[src/rtl/dispatch_defs.vh]
// ============================================================================
//  File        : dispatch_defs.vh
//  Description : Shared definitions for dmux4_dispatcher. Holds the holding
//                register state encodings and the default data word width.
//                Included once by dmux4_dispatcher_pkg.
//  Revision    : 1.0  initial release
// ============================================================================
`ifndef DISPATCH_DEFS_VH
`define DISPATCH_DEFS_VH

`define DISPATCH_STATE_EMPTY   1'b0
`define DISPATCH_STATE_FULL    1'b1
`define DISPATCH_WIDTH_DEFAULT 16

`endif

[src/rtl/dmux4_dispatcher_pkg.sv]
// ============================================================================
//  Module      : dmux4_dispatcher_pkg
//  Description : Shared types and helpers for dmux4_dispatcher.
//                state_t  - holding register state (EMPTY / FULL)
//                rr_next  - round-robin pointer advance, 3 wraps to 0
//  Revision    : 1.0  initial release
// ============================================================================
`default_nettype none

`include "dispatch_defs.vh"

package dmux4_dispatcher_pkg;

  typedef enum logic [0:0] {
    EMPTY = `DISPATCH_STATE_EMPTY,
    FULL  = `DISPATCH_STATE_FULL
  } state_t;

  localparam int c_WIDTH_DEFAULT = `DISPATCH_WIDTH_DEFAULT;

  // Two-bit add wraps naturally from 3 back to 0.
  function automatic logic [1:0] rr_next(input logic [1:0] rr);
    return rr + 2'd1;
  endfunction

endpackage

`default_nettype wire

[src/rtl/dmux4_dispatcher_dmux4way.sv]
// ============================================================================
//  Module      : DMux4Way
//  Description : One-input, four-output demultiplexer. i_in is routed to the
//                output selected by i_sel; the other outputs are 0.
//  Ports       : i_in   - input bit
//                i_sel  - 2-bit select (0->o_a, 1->o_b, 2->o_c, 3->o_d)
//                o_a..o_d - demultiplexed outputs
//  Revision    : 1.0  initial release
// ============================================================================
`default_nettype none

module DMux4Way (
  input  logic       i_in,
  input  logic [1:0] i_sel,
  output logic       o_a,
  output logic       o_b,
  output logic       o_c,
  output logic       o_d
);

  assign o_a = i_in & (i_sel == 2'd0);
  assign o_b = i_in & (i_sel == 2'd1);
  assign o_c = i_in & (i_sel == 2'd2);
  assign o_d = i_in & (i_sel == 2'd3);

endmodule

`default_nettype wire

[src/rtl/dmux4_dispatcher.sv]
// ============================================================================
//  Module      : dmux4_dispatcher
//  Description : Single-entry holding register that dispatches each accepted
//                word to one of four downstream channels. Channels are chosen
//                round-robin, or from in_dest when DMUX4_DISPATCHER_DEST_EN is
//                defined. Sustains one word per cycle when the target channel
//                is ready; counts delivered words (16-bit, wrapping).
//  Config macro: DMUX4_DISPATCHER_DEST_EN - adds in_dest, channel = in_dest
//  Ports       : clk       - clock, rising edge
//                reset     - synchronous active-high reset
//                in_data   - upstream word       in_valid - upstream valid
//                in_ready  - word accepted this cycle
//                in_dest   - destination channel (DEST_EN builds only)
//                out_data  - held word, shared by all channels
//                out_valid - one-hot channel valid
//                out_ready - per-channel ready
//                count     - number of words delivered
//  Revision    : 1.0  initial release
// ============================================================================
`default_nettype none

module dmux4_dispatcher
  import dmux4_dispatcher_pkg::*;
#(
  parameter int WIDTH = c_WIDTH_DEFAULT
) (
  input  logic             clk,
  input  logic             reset,
  input  logic [WIDTH-1:0] in_data,
  input  logic             in_valid,
  output logic             in_ready,
`ifdef DMUX4_DISPATCHER_DEST_EN
  input  logic [1:0]       in_dest,
`endif
  output logic [WIDTH-1:0] out_data,
  output logic [3:0]       out_valid,
  input  logic [3:0]       out_ready,
  output logic [15:0]      count
);

  state_t           r_state;
  state_t           w_state_next;
  logic [WIDTH-1:0] r_data;
  logic [1:0]       r_ch;
  logic [1:0]       r_rr;
  logic [15:0]      r_count;

  logic             w_full;
  logic             w_transfer;
  logic             w_deliver;
  logic [1:0]       w_ch_new;

  assign w_full = (r_state == FULL);

  // Reset masks both handshakes so a held word is dropped silently and
  // nothing new is taken while reset is asserted.
  assign in_ready   = ~reset & (~w_full | out_ready[r_ch]);
  assign w_transfer = in_valid & in_ready;
  assign w_deliver  = w_full & out_ready[r_ch] & ~reset;

`ifdef DMUX4_DISPATCHER_DEST_EN
  assign w_ch_new = in_dest;
`else
  assign w_ch_new = r_rr;
`endif

  always_comb begin
    w_state_next = r_state;
    case (r_state)
      EMPTY:   if (w_transfer) w_state_next = FULL;
      FULL:    if (w_deliver && !w_transfer) w_state_next = EMPTY;
      default: w_state_next = EMPTY;
    endcase
  end

  always_ff @(posedge clk) begin
    if (reset) begin
      r_state <= EMPTY;
      r_data  <= '0;
      r_ch    <= 2'd0;
      r_rr    <= 2'd0;
      r_count <= 16'd0;
    end else begin
      r_state <= w_state_next;
      if (w_transfer) begin
        r_data <= in_data;
        r_ch   <= w_ch_new;
      end
`ifdef DMUX4_DISPATCHER_DEST_EN
      // Destination mode: the round-robin pointer is parked at 0.
      r_rr <= 2'd0;
`else
      if (w_transfer) r_rr <= rr_next(r_rr);
`endif
      if (w_deliver) r_count <= r_count + 16'd1;
    end
  end

  // Valid is gated by reset so a word held when reset arrives is never
  // presented downstream.
  DMux4Way u_valid_dmux (
    .i_in  (w_full & ~reset),
    .i_sel (r_ch),
    .o_a   (out_valid[0]),
    .o_b   (out_valid[1]),
    .o_c   (out_valid[2]),
    .o_d   (out_valid[3])
  );

  assign out_data = r_data;
  assign count    = r_count;

endmodule

`default_nettype wire

[config.mk]
export PLATFORM = sky130hd
export DESIGN_NAME = dmux4_dispatcher
export DESIGN_NICKNAME = d
export VERILOG_FILES = /design/src/rtl/dmux4_dispatcher_pkg.sv /design/src/rtl/dmux4_dispatcher_dmux4way.sv /design/src/rtl/dmux4_dispatcher.sv
export VERILOG_INCLUDE_DIRS = /design/src /design/src/rtl
export SDC_FILE = /design/constraint.sdc
export NUM_CORES = 1
export LEC_CHECK = 0
export BUFFER_PORTS_ARGS = -buffer_cell sky130_fd_sc_hd__clkbuf_2
export CORE_UTILIZATION = 35
export DETAILED_ROUTE_END_ITERATION = 12
export PLACE_DENSITY = 0.7
export SETUP_SLACK_MARGIN = 0.02
export SYNTH_ARGS = -nofsm -noshare
export SYNTH_HDL_FRONTEND = slang
export SYNTH_SLANG_ARGS = --single-unit
[constraint.sdc]
create_clock -name clk -period 4.55 [get_ports clk]
set_input_delay 0.455 -clock clk [delete_from_list [all_inputs] [get_ports clk]]
set_output_delay 0.455 -clock clk [all_outputs]
set_load 0.02 [all_outputs]
[After elaboration in Yosys (flattened, before gate mapping)]
Cells that the tools add are included.
W data, S select, Z words.
Word-level totals
  output and inout port bits: 37
  flip-flop bits (word level): 37
  word-level logic and storage cells: 31
  input port bits: 23
Operators by class
  reductions and logical operators: 3
  equal/unequal tests: 3
  mux-type cells: 5
  order comparisons: 1
  bitwise gates (word level): 12
  $add $sub $neg: 2
Operators by type and width (number)
  $add A16 B1 Y16 const B: 1
  $and A1 B1 Y1: 9
  $eq A2 B2 Y1 const B: 2
  $lt A2 B3 Y1 const B: 1
  $mux W1: 3
  $add A2 B1 Y2 const B: 1
  $bmux W1 S2: 1
  $eq A2 B1 Y1 const B: 1
  $logic_not A2 Y1: 1
  $not A1 Y1: 2
  $pmux W1 S2: 1
  $logic_and A1 B1 Y1: 1
  $logic_not A1 Y1: 1
  $or A1 B1 Y1: 1

[Longest topological paths before layout]
Gate-level depths: netlist of run 1.
  depth after elaboration: 9
  depth in mapped cells: 6
  depth with buffers taken out: 4

[Hierarchy]
From an unflattened synthesis of run 1, not the netlist that was laid out.
Second synthesis, totals
  cells, all modules: 183
  area, all modules: 1555.2 µm²
By module, submodules not included
  dmux4_dispatcher: instances 1, seq. area each 740.7 µm², cells an instance 179, area each 1517.7 µm²
  DMux4Way: instances 1, seq. area each 0.0 µm², cells an instance 4, area each 37.5 µm²

[Least setup slack after synthesis of run 1]
Ideal clock, no wire load.
  path type: input-to-reg
  start point: input out_ready[3]
  end point: register r_data[0] (netlist: out_data[0])
  data required time: 4.476 ns
  setup slack: 2.791 ns
  data arrival time: 1.685 ns
  setup time: 0.074 ns
  cell stages on the path: 6
  path buffers: 2
  path through: mux4_2 > o21ai_1 > buf_2 > buf_2 > nand3b_1 > o21ai_0
Between the ends
  word-level cells in the longest chain between the ends: 5
RTL lines
  from (decl): RTL line dmux4_dispatcher.sv:37  | input logic [3:0] out_ready,
  $bmux W1 S2: RTL line dmux4_dispatcher.sv:57  | assign in_ready = ~reset & (~w_full | out_ready[r_ch]);
  $mux W1 (not written as such): RTL line dmux4_dispatcher.sv:57
  $or A1 B1 Y1: RTL line dmux4_dispatcher.sv:57
  $and A1 B1 Y1: RTL line dmux4_dispatcher.sv:57
  $and A1 B1 Y1: RTL line dmux4_dispatcher.sv:58  | assign w_transfer = in_valid & in_ready;
  to (signal assigned): RTL line dmux4_dispatcher.sv:86  | r_data <= in_data;
  to (decl): RTL line dmux4_dispatcher.sv:43  | logic [WIDTH-1:0] r_data;
Every way passes these cells. The select of a mux whose other input is x is not followed.
A chain may end at the register's enable or synchronous reset.

[Worst setup path after layout of run 1]
  start point: input reset
  end point: register r_count[12] (netlist: count[12])
Between the ends
  word-level cells in the longest chain between the ends: 2
RTL lines
  from (decl): RTL line dmux4_dispatcher.sv:28  | input logic reset,
  $not A1 Y1: RTL line dmux4_dispatcher.sv:59  | assign w_deliver = w_full & out_ready[r_ch] & ~reset;
  $and A1 B1 Y1: RTL line dmux4_dispatcher.sv:59
  to (signal assigned): RTL line dmux4_dispatcher.sv:95  | if (w_deliver) r_count <= r_count + 16'd1;
  to (decl): RTL line dmux4_dispatcher.sv:46  | logic [15:0] r_count;
Parallel ways exist; a longest one is shown, timed or not.

==> qor.yml, run 1 <==
status: "complete, no violations"
relSlewSlack_pct: 53.4
cts_resized: 0
synthesis.nets: 212
place.gp.congestion: 0.666
place_inst: 286
viasPerCell: 4.87
dr_total_vias: 1433
timing.rr.start: "r_state$_SDFF_PP0_"
yosysTopAreaCellShare_pct: 46.0
grt_overflow: 0
hold_path_class: "in2reg"
grt_pass1_vias: 1160
io_pins: 60
min_from: "in_valid"
reg2reg_slack_ns: 2.53
drive_above_1_share_pct: 28.9
fmax_mhz: 425
power.ir.vdd_worst_mv: 0.175
synth_ff_type: "dfxtp_1"
synth-async-reset-ratio_pct: 0
min_period_ns: 2.35
finalNonFillerCells: 294
cp_max_fo: 41
clkLatencyLatePin_ns: 0.29
grt_usage_pct: 13.9
power.density_nw_per_um2: 320
placed_cell_area_sq_um: 1910
crit_type: "in2reg"
synth_cell_type_count: 29
synth_most_common_cell: "dfxtp_1"
cts_sinks: 37
grt_pass1_wl_mm: 5.32
htreeDepth: 2
setup_viol_count_final: 0
first_pass_iters: 4
finalClockSkew_ns: 0.00433
drt_wl_total_mm: 3.33
cp-start-kind: "primary input"
yosys.area.top_type: "dfxtp_1"
clock_path_buffers: 2
max_slew.worst_pin.slew_ns: 0.699
initial_core_util_pct: 36.7
setup_tns_ns: 0
synth_area_sq_um: 1610
die_y_um: 69.8
ys_seq_area_share_pct: 46.0
whs_path_depth: 3
period_share_pct: 51.7
slew_viol_final: 0
antennaDiodeCount: 0
io_buffers: 59
ant_nets: 0
crit_required_ns: 4.76
r2r_cells: 4
rows: 24
rsz0062_at_grt: "no"
core_sq_um: 4380
syn_area_per_cell_sq_um: 8.57
cts_hold_buf: 0
synth.area.top_cells: "dfxtp_1 46%, nand3b_1 8.4%, o21ai_0 7.5%, inv_1 5.1%, a21oi_1 3.4%"
postCtsSetupBuffers: 0
clk_pin_slew_ns: 0.07
yosysWarnings: 0
reg2reg_to: "count[12]$_SDFFE_PP0P_"
drt_iter0_markers: 76
nets: 265
design_area_sq_um: 1990
dieWidth_um: 69.8
syn_inst: 188
synth.top_cells.by_count: "37 x dfxtp_1, 24 x o21ai_0, 22 x inv_1"
synth-seq-cells: 37
endpoint_kind: "register"
antenna_found_initial: 0
cts_tree: "done"
crit_arrival_ns: 2.56
numCtsBuffers: 5
routedWlPerCell_um: 11.3
synth_edf_count: 0
drc: 0
finalHoldViolations: 0
dieArea_sq_um: 4880
drv_cap: 0
grt_max_degree: 42
min_to: "r_state$_SDFF_PP0_"
root_buffer: "clkbuf_8"
place_hpwl_mm: 2.27
area_growth_pct: 23.8
cellLeakagePower_nw: 0.898
[logic make-up (layout without fill, tap and decap cells)]
group | Yosys count | count (layout) | synth area share, %
buffers and inverters | 36 | 90 | 9.56
adder cells (fa/ha/maj) | 1 | 1 | 0.777
XOR/XNOR | 6 | 6 | 3.26
AND/OR/NAND/NOR | 64 | 64 | 24.2
multiplexers | 3 | 3 | 2.72
flip-flops | 37 | 37 | 46.0
AO/OA/AOI/OAI | 41 | 41 | 13.5
[state kept, by name, indices dropped and copies added, names as in the netlist]
register	flops
count	16
out_data	16
r_ch	2
r_rr	2
r_state	1
[cell usage in the layout (no fill, tap or decap), types with 2 or more instances in the layout]
cell,synthesis,final
nand4_1,3,3
o21ai_0,24,24
inv_1,22,22
clkbuf_2,0,59
and3_1,4,4
or3_1,5,5
xor2_1,4,4
nor2_1,9,9
clkbuf_8,0,5
o31ai_1,5,5
or4_1,4,4
nand2_1,7,7
nand3b_1,18,18
clkinv_2,0,2
xnor2_1,2,2
dfxtp_1,37,37
nand3_1,5,5
nor2b_1,4,4
a21oi_1,11,11
[worst max path at each step]
stage | start | end | depth (start not counted)
finish | reset | count[12]$_SDFFE_PP0P_ | 5
global route | reset | count[12]$_SDFFE_PP0P_ | 5
CTS | reset | count[12]$_SDFFE_PP0P_ | 5
detailed placement | reset | count[12]$_SDFFE_PP0P_ | 5
global placement | reset | count[12]$_SDFFE_PP0P_ | 5
floorplan | out_ready[3] | out_data[0]$_SDFFE_PP0P_ | 6
[routing by layer]
layer	track usage [%]	share of wire [%]	up-vias
met5	0	0	-
met1	18.7	48	637
li1	-	-	745
met2	20.3	45	45
met3	5.09	5.8	6
met4	5.33	1.3	0
[layout make-up]
class	instances	area, sq um
fillers	433	2390
flip-flops and latches	37	741
multi-input cells	115	719
repair buffers	60	303
inverters	22	82.6
clock buffers	6	72.6
well taps	52	65.1
clock inverters	2	10.0
[critical path, cell delays in order]
cell	delay [ns]
clkbuf_2	0.40
nor2b_1	0.55
nand4_1	0.41
or4_1	0.60
a21oi_1	0.14
[power breakdown]
group	switching (mW)	total (mW)	leakage, nW	internal, mW
registers	0.00805	0.346	0.302	0.338
logic	0.0431	0.0709	0.551	0.0278
clock network	0.115	0.221	0.0450	0.106
total	0.166	0.637	0.898	0.472
[stage by stage]
stage	total power, mW	hold slack (ns)	utilization, %	setup slack (ns)
global route	0.670	0.397	45.5	1.94
detailed placement	0.425	0.478	43.6	1.92
global placement	0.423	0.459	43.6	1.96
floorplan	0.398	0.450	-	2.79
CTS	0.646	0.383	45.5	2.22
finish	0.637	0.390	45.5	2.20
Power figures use the tool's default switching activity.
==> inputs of run 2 (changes only) <==
- clock period: 4.55 -> 2.2 ns (I/O delays scaled with it)
==> qor.yml, run 2 (synthesis gave the netlist of run 1 again) <==
grt_max_degree: 41
reg2reg_slack_ns: 0.38
endpoint: "in_ready"
place.gp.congestion: 0.724
rows: 24
placed_cell_area_sq_um: 1940
die_y_um: 69.8
period_share_pct: 88.0
dieArea_sq_um: 4880
initial_core_util_pct: 36.7
io_pins: 60
clock_path_buffers: 2
power.density_nw_per_um2: 664
root_buffer: "clkbuf_8"
ant_nets: 0
cts_tree: "done"
cp_slowest_cell: "mux4_2"
htreeDepth: 2
final_cell_mix: "59 x clkbuf_2, 37 x dfxtp_1, 24 x o21ai_0"
first_pass_iters: 4
reg2reg_to: "count[13]$_SDFFE_PP0P_"
dpl_worst_slack_ns: 0.400
status: "complete, no violations"
routedWlPerCell_um: 11.2
grt_pass1_vias: 1325
fmax_mhz: 517
critPathMaxStageDelay_ns: 0.63
hold_path_class: "in2reg"
place_inst: 288
finalClockSkew_ns: 0.00215
antennaDiodeCount: 0
setup_viol_count_final: 0
finalHoldViolations: 0
final_util_pct: 46.2
clkLatencyLatePin_ns: 0.29
final_common_cell: "clkbuf_2"
nets: 267
setup_tns_ns: 0
grt_pass1_wl_mm: 5.81
cp_cell_sequence: "mux4_2, inv_1, a21oi_1, clkbuf_2"
clk_pin_slew_ns: 0.07
antenna_found_initial: 0
slew_viol_final: 0
io_buffers: 59
drive_above_1_share_pct: 29.2
grt_overflow: 0
timing.rr.start: "r_state$_SDFF_PP0_"
design_area_sq_um: 2020
relSlewSlack_pct: 64.8
cts_resized: 0
drc: 0
drt_wl_total_mm: 3.29
crit_required_ns: 1.98
crit_type: "reg2out"
area_growth_pct: 25.7
max_slew.worst_pin.slew_ns: 0.527
rsz0062_at_grt: "no"
place_hpwl_mm: 2.32
finalNonFillerCells: 295
dieWidth_um: 69.8
endpoint_kind: "primary output"
drt_iter0_markers: 56
cts_hold_buf: 0
viasPerCell: 4.91
cp-start-kind: "register"
postCtsSetupBuffers: 0
core_sq_um: 4380
drv_cap: 0
crit_start: "r_ch[0]$_SDFFE_PP0P_"
crit_arrival_ns: 1.72
min_period_ns: 1.94
cts_sinks: 37
r2r_cells: 4
power.ir.vdd_worst_mv: 0.360
cellLeakagePower_nw: 0.912
grt_usage_pct: 15.0
dr_total_vias: 1447
numCtsBuffers: 5
worst_slack_ns: 0.264
cp_max_fo: 8
[run 2: per-layer routing]
layer | global-route usage (%) | part of all wire (%) | vias up
li1 | - | - | 746
met1 | 17.7 | 45 | 646
met2 | 24.5 | 46 | 48
met3 | 5.52 | 6.6 | 7
met4 | 6.00 | 1.7 | 0
met5 | 0 | 0 | -
[run 2: how the worst min path moves through the flow]
| stage | startpoint | end | slack [ns] | cells past startpoint |
|---|---|---|---|---|
| after global routing | in_data[11] | out_data[11]$_SDFFE_PP0P_ | 0.16 | 3 |
| final | in_data[15] | out_data[15]$_SDFFE_PP0P_ | 0.15 | 3 |
| after global placement | in_data[6] | out_data[6]$_SDFFE_PP0P_ | 0.46 | 3 |
| after floorplan | in_valid | r_state$_SDFF_PP0_ | 0.34 | 2 |
| after CTS | in_data[15] | out_data[15]$_SDFFE_PP0P_ | 0.15 | 3 |
| after detailed placement | in_data[6] | out_data[6]$_SDFFE_PP0P_ | 0.46 | 3 |
[run 2: through the flow]
stage / total power [mW] / hold WS, ns
after floorplan: 0.823 / 0.337
after global placement: 0.881 / 0.455
after detailed placement: 0.884 / 0.462
after CTS: 1.37 / 0.147
after global routing: 1.40 / 0.162
final: 1.35 / 0.154
[run 2: layout make-up]
class / count / area (sq um)
fillers: 458 / 2360
flip-flops and latches: 37 / 741
multi-input cells: 115 / 719
repair buffers: 62 / 330
clock buffers: 7 / 86.3
inverters: 22 / 82.6
well taps: 52 / 65.1
[run 2: where the power goes]
group	internal, mW	total [mW]	switching, mW
registers	0.699	0.715	0.0164
clock network	0.248	0.478	0.230
logic	0.0613	0.152	0.0909
total	1.01	1.35	0.337
[run 2: worst max-delay path, delay by kind of cell, from the launching register on]
family / cells / cell delay (ns)
AO/OA/AOI/OAI: 1 / 0.08
buffers and inverters: 2 / 0.29
flip-flops: 1 / 0.43
multiplexers: 1 / 0.63
